===== src/rtl/mem_data_arb.sv =====
// Round-robin arbiter sharing mem_data between CPU (0) and DMA/debug loader (1), with optional locked sequences.
// Optional MEM_ARB_ALIGN_CHECK_EN: odd-address grants are acknowledged but skip the memory and pulse err0/err1.
`ifndef ADDR_LEN
`define ADDR_LEN 16
`endif
`ifndef WORD_LEN
`define WORD_LEN 16
`endif

module mem_data_arb #(
    parameter int unsigned LOCK_MAX = 8
) (
    input  logic                 clk,
    input  logic                 rst,
    input  logic                 req0,
    input  logic                 we0,
    input  logic                 lock0,
    input  logic [`ADDR_LEN-1:0] addr0,
    input  logic [`WORD_LEN-1:0] wdata0,
    output logic                 gnt0,
    output logic                 rvalid0,
    input  logic                 req1,
    input  logic                 we1,
    input  logic                 lock1,
    input  logic [`ADDR_LEN-1:0] addr1,
    input  logic [`WORD_LEN-1:0] wdata1,
    output logic                 gnt1,
    output logic                 rvalid1,
    output logic [`WORD_LEN-1:0] rdata,
    output logic [`ADDR_LEN-1:0] mem_read_addr,
    output logic [`ADDR_LEN-1:0] mem_write_addr,
    output logic [`WORD_LEN-1:0] mem_data_in,
    output logic                 mem_write_en,
    input  logic [`WORD_LEN-1:0] mem_data_out
`ifdef MEM_ARB_ALIGN_CHECK_EN
    ,
    output logic                 err0,
    output logic                 err1
`endif
);

    typedef enum logic [1:0] {UNLOCKED, LOCKED0, LOCKED1} state_t;

    state_t               state_q, state_d;
    logic                 last_q, last_d;
    logic [7:0]           lcnt_q, lcnt_d;
    logic                 rvalid0_q, rvalid1_q;
    logic [`WORD_LEN-1:0] rdata_q;
    logic                 g0, g1;
    logic                 sel_we, misal;
    logic [`ADDR_LEN-1:0] sel_addr;
    logic [`WORD_LEN-1:0] sel_wdata;
    logic                 own_req, own_lock;

    // Grants are suppressed during reset so nothing reaches the memory.
    always_comb begin
        g0 = 1'b0;
        g1 = 1'b0;
        if (!rst) begin
            case (state_q)
                UNLOCKED: begin
                    if (req0 && req1) begin
                        g0 = last_q;
                        g1 = !last_q;
                    end else begin
                        g0 = req0;
                        g1 = req1;
                    end
                end
                LOCKED0: g0 = req0;
                LOCKED1: g1 = req1;
                default: ;
            endcase
        end
    end

    always_comb begin
        sel_addr  = '0;
        sel_wdata = '0;
        sel_we    = 1'b0;
        if (g1) begin
            sel_addr  = addr1;
            sel_wdata = wdata1;
            sel_we    = we1;
        end else if (g0) begin
            sel_addr  = addr0;
            sel_wdata = wdata0;
            sel_we    = we0;
        end
    end

`ifdef MEM_ARB_ALIGN_CHECK_EN
    assign misal = sel_addr[0];
`else
    assign misal = 1'b0;
`endif

    assign gnt0           = g0;
    assign gnt1           = g1;
    assign mem_read_addr  = sel_addr;
    assign mem_write_addr = sel_addr;
    assign mem_data_in    = sel_wdata;
    assign mem_write_en   = sel_we & ~misal;
    assign rvalid0        = rvalid0_q & ~rst;
    assign rvalid1        = rvalid1_q & ~rst;
    assign rdata          = rdata_q;

    always_comb begin
        state_d  = state_q;
        lcnt_d   = lcnt_q;
        last_d   = last_q;
        own_req  = (state_q == LOCKED1) ? req1  : req0;
        own_lock = (state_q == LOCKED1) ? lock1 : lock0;
        if (g0 || g1) last_d = g1;
        case (state_q)
            UNLOCKED: begin
                // With LOCK_MAX=1 the first locked grant already exhausts the budget.
                if (((g0 && lock0) || (g1 && lock1)) && (LOCK_MAX > 1)) begin
                    state_d = g1 ? LOCKED1 : LOCKED0;
                    lcnt_d  = 8'd1;
                end
            end
            LOCKED0, LOCKED1: begin
                if (!own_req || !own_lock || (lcnt_q == 8'(LOCK_MAX - 1))) begin
                    state_d = UNLOCKED;
                    lcnt_d  = '0;
                end else begin
                    lcnt_d = lcnt_q + 8'd1;
                end
            end
            default: begin
                state_d = UNLOCKED;
                lcnt_d  = '0;
            end
        endcase
    end

    always_ff @(posedge clk) begin
        if (rst) begin
            state_q   <= UNLOCKED;
            lcnt_q    <= '0;
            last_q    <= 1'b1;
            rvalid0_q <= 1'b0;
            rvalid1_q <= 1'b0;
            rdata_q   <= '0;
        end else begin
            state_q   <= state_d;
            lcnt_q    <= lcnt_d;
            last_q    <= last_d;
            rvalid0_q <= g0 & ~we0 & ~misal;
            rvalid1_q <= g1 & ~we1 & ~misal;
            if ((g0 || g1) && !sel_we && !misal) rdata_q <= mem_data_out;
        end
    end

`ifdef MEM_ARB_ALIGN_CHECK_EN
    logic err0_q, err1_q;
    always_ff @(posedge clk) begin
        if (rst) begin
            err0_q <= 1'b0;
            err1_q <= 1'b0;
        end else begin
            err0_q <= g0 & misal;
            err1_q <= g1 & misal;
        end
    end
    assign err0 = err0_q;
    assign err1 = err1_q;
`endif

endmodule


===== config.mk =====
export PLATFORM = sky130hd
export DESIGN_NAME = mem_data_arb
export DESIGN_NICKNAME = d
export VERILOG_FILES = /design/src/rtl/mem_data_arb.sv
export SDC_FILE = /design/constraint.sdc
export NUM_CORES = 1
export LEC_CHECK = 0
export CELL_PAD_IN_SITES_DETAIL_PLACEMENT = 0
export CELL_PAD_IN_SITES_GLOBAL_PLACEMENT = 1
export CORE_UTILIZATION = 24
export CTS_BUF_LIST = sky130_fd_sc_hd__clkbuf_8 sky130_fd_sc_hd__clkbuf_16
export CTS_CLUSTER_SIZE = 28
export DETAILED_ROUTE_END_ITERATION = 8
export PLACE_DENSITY_LB_ADDON = 0.1
export SETUP_SLACK_MARGIN = 0.4
export SLEW_MARGIN = 10
export SYNTH_ARGS = -nofsm -noshare
export SYNTH_HDL_FRONTEND = slang
export SYNTH_SLANG_ARGS = --single-unit

===== constraint.sdc =====
create_clock -name clk -period 4.1 [get_ports clk]
set_clock_uncertainty 0.1 [all_clocks]
set_input_delay 0.82 -clock clk [delete_from_list [all_inputs] [get_ports clk]]
set_output_delay 0.82 -clock clk [all_outputs]
set_load 0.02 [all_outputs]

==> metrics.csv <==
metric,value,unit
cts_max_level,2,
clock_tree_from_tritoncts,done,
netlist_area_pre_place,1979,sq um
synth_enable_flop_cells,0,
dr.first_iter.drc_count,38,
gpl.final_weighted_congestion,0.7239,
timing.critical_path.max_delay_family,buffers and inverters,
critical_path.endpoint_type,output pin,
syn-num-nets,304,
yosysWarnings,0,
grt_overflow_total,0,
top_level_ports,157,
crit_type,in2out,
synth_simple_gate_area_frac,0.1694,
muxShareOfSynthArea,0.1315,
layout-area-overhead-vs-synth,83.19,%
grt_start_max_net_pins,37,
yosysUniqueCellTypes,45,
postCtsSetupRepairBufs,0,
crit_end,mem_write_addr[12],
clock_tree.buffer_depth,2,
nets,446,
timing.final.crit_share,0.8764,
synth-xor-area-share,0,
worst_slack_after_detailed_placement,0.1766,ns
crit-reg2reg-launch,state_q[0]$_SDFFE_PP0P_,
timing.final.setup_violations,0,
cts.reportedPaths.clkPinSlew,0.07,ns
dominantRegCellSynth,sky130_fd_sc_hd__dfxtp_1,
combinational_family_with_the_most_area_after_synthesis,compound AO/OA/AOI/OAI gates,
initial_core_util,0.2522,
clk_root_buffer_cell,sky130_fd_sc_hd__clkbuf_8,
routed_wirelength,6.916,mm
synth_top_cells_by_area,"sky130_fd_sc_hd__dfxtp_1 29%, sky130_fd_sc_hd__a22o_1 14%, sky130_fd_sc_hd__mux2_4 7.6%",
setup_ws,0.5067,ns
p_leak,0.001560,uW
synth.ff_latch_count,29,
synthDominantCellAreaShare,0.2933,
antenna_left,0,
final_cells,456,
final_layout_size_suffix_gt1_frac,0.1045,
library_cell_contributing_the_largest_single_delay_on_the_critical_path,sky130_fd_sc_hd__clkdlybuf4s50_1,
num_vias,2130,
grt_pass1_vias,2169,
grt_use_total,0.1585,
tns,0,ns
slew_violations,0,
synthesis.area_per_instance,9.381,sq um
total_power,1626,uW
cp.depth,7,
crit_path_start,req0,
max_slew_margin,0.5405,
timing.hold.worst.class,reg2reg,
route.detailed.wl_per_inst,15.17,um
cts.sink_count,29,
cp_cell_sequence,"clkdlybuf4s50_1, nand2b_1, nor3_2, and2_1, buf_12, a22o_1, dlygate4sd2_1",
rsz_0062_raised_after_global_routing,no,
compound_gate_portion_of_the_synthesized_area,0.2585,
postSynth.asyncResetShare,0,
status,"complete, no violations",
worst_reg2reg_path_endpoint,rdata[3]$_SDFFE_PP0P_,
reg2reg_setup_slack,1.57,ns
worstPathRequired,3.18,ns
synth_adder_area_share,0.03161,
critical_path_arrival,2.67,ns
layout.core_utilization,0.4621,
hpwl,5.259,mm
max_stage_delay,0.59,ns
worst_pin_slew,0.6847,ns
timing.critical_path.fanout_max,32,
routed_via_density,4.671,
placeableCoreArea,7848,sq um
worstPathBufferInverterCount,3,
place_inst,448,
fmaxAchievable,0.2783,GHz
antenna_found_initial,0,
synth.yosys.seq_area_share,0.2933,
rows,32,
vdd_ir_drop_max,0.2007,mV
power.density_cell_area,448.3,nW/um^2
setup.worst_path.start_class,input pin,
worst-r2r-cell-count,8,
route.detailed.drc,0,
post-synth-top-area-cell,sky130_fd_sc_hd__dfxtp_1,
maxCapViolations,0,
period_minus_slack,3.593,ns
global_route_wire_length_before_repair,10.81,mm
die_boundary_width,92.82,um
portBuffers,156,
die_area,8615,sq um
clkLatencyLatePin,0.29,ns
firstDrtPassIters,4,
die_height,92.82,um
timing_hold_violations_final,0,
cts_made_buffers,5,
diodes,0,
synthCells,211,
[layer usage]
metal / global-route usage / up-vias / routed length (um)
li1: - / 1063 / -
met1: 0.1922 / 988 / 2958
met2: 0.2629 / 75 / 3367
met3: 0.06732 / 4 / 553
met4: 0.02692 / 0 / 37
met5: 0 / - / 0
[cells in the mapped netlist, drive strengths merged (2+ instances only)]
library cell  instances
nand4                 5
nor3                  2
buf                  22
nor2                  4
a21oi                 2
nand3                 7
inv                  11
nor2b                18
dfxtp                29
o32ai                 6
o211ai                2
mux2i                 3
o21ai                 4
nand2                10
a32oi                 4
mux2                 16
a22o                 32
clkbuf                7
a22oi                 3
ha                    5
[cells by family (layout without fill, tap and decap cells)]
group,after synthesis,in the layout
AO/OA/AOI/OAI,61,61
AND/OR/NAND/NOR,57,57
buffers and inverters,40,183
flip-flops,29,29
multiplexers,19,19
adder cells (fa/ha/maj),5,5
[cell type report]
cell class	instances	area, sq um
clock inverters	1	5.005
multi-input cells	142	1175
inverters	11	41.29
repair buffers	164	1600
well taps	102	127.6
clock buffers	7	96.34
flip-flops and latches	29	580.6
fillers	799	4222
[registers in the layout, indices dropped and copies added, names as in the netlist]
| signal | cells |
|---|---|
| last_q | 1 |
| lcnt_q | 8 |
| rdata | 16 |
| rvalid0_q | 1 |
| rvalid1_q | 1 |
| state_q | 2 |
[worst min-delay path by stage]
stage,from,endpoint,slack (ns),depth (start not counted)
final,lcnt_q[7]$_SDFFE_PP0P_,lcnt_q[7]$_SDFFE_PP0P_,0.40,2
after global routing,lcnt_q[1]$_SDFFE_PP0P_,lcnt_q[1]$_SDFFE_PP0P_,0.43,2
after CTS,lcnt_q[7]$_SDFFE_PP0P_,lcnt_q[7]$_SDFFE_PP0P_,0.41,2
after detailed placement,state_q[1]$_SDFFE_PP0P_,state_q[1]$_SDFFE_PP0P_,0.39,2
after global placement,lcnt_q[1]$_SDFFE_PP0P_,lcnt_q[1]$_SDFFE_PP0P_,0.39,2
after floorplan,lcnt_q[7]$_SDFFE_PP0P_,lcnt_q[7]$_SDFFE_PP0P_,0.36,2
[tightest hold or removal path, cell delays in order, from the launching register on]
cell and delay [ns]:
sky130_fd_sc_hd__dfxtp_1 0.33, sky130_fd_sc_hd__inv_1 0.05, sky130_fd_sc_hd__o32ai_1 0.07
[stage by stage]
stage                     hold WS (ns)  area, sq um
after floorplan                 0.3622         1979
after global placement          0.3876         3566
after detailed placement        0.3894         3566
final                           0.3988         3626
after CTS                       0.4052         3606
after global routing            0.4308         3626
[timing repair]
| action | in CTS | in global routing |
|---|---|---|
| pin swaps | 0 | 0 |
| endpoints found under the setup margin | 49 | 45 |
| hold buffers | 0 | 0 |
| gates resized for setup | 49 | 14 |
[report_power, final]
group          total (uW)  internal [uW]  switching [uW]
combinational         985            477             507
sequential            371            336            34.8
clock                 270            152             119
total                1630            965             661
[cells in the final DEF, fill, tap and decap left out, types with 3 or more instances in the layout]
master / n
sky130_fd_sc_hd__a22oi_1: 3
sky130_fd_sc_hd__nand3_1: 7
sky130_fd_sc_hd__nor2_1: 4
sky130_fd_sc_hd__buf_4: 6
sky130_fd_sc_hd__mux2_4: 10
sky130_fd_sc_hd__clkdlybuf4s50_1: 107
sky130_fd_sc_hd__ha_1: 5
sky130_fd_sc_hd__a32oi_1: 4
sky130_fd_sc_hd__clkdlybuf4s15_1: 12
sky130_fd_sc_hd__nand4_1: 5
sky130_fd_sc_hd__nor2b_1: 18
sky130_fd_sc_hd__dlygate4sd2_1: 37
sky130_fd_sc_hd__clkbuf_8: 7
sky130_fd_sc_hd__nand2_1: 10
sky130_fd_sc_hd__inv_1: 11
sky130_fd_sc_hd__o32ai_1: 6
sky130_fd_sc_hd__a22o_1: 32
sky130_fd_sc_hd__dfxtp_1: 29
sky130_fd_sc_hd__mux2_2: 6
(Power assumes the default switching activity.)
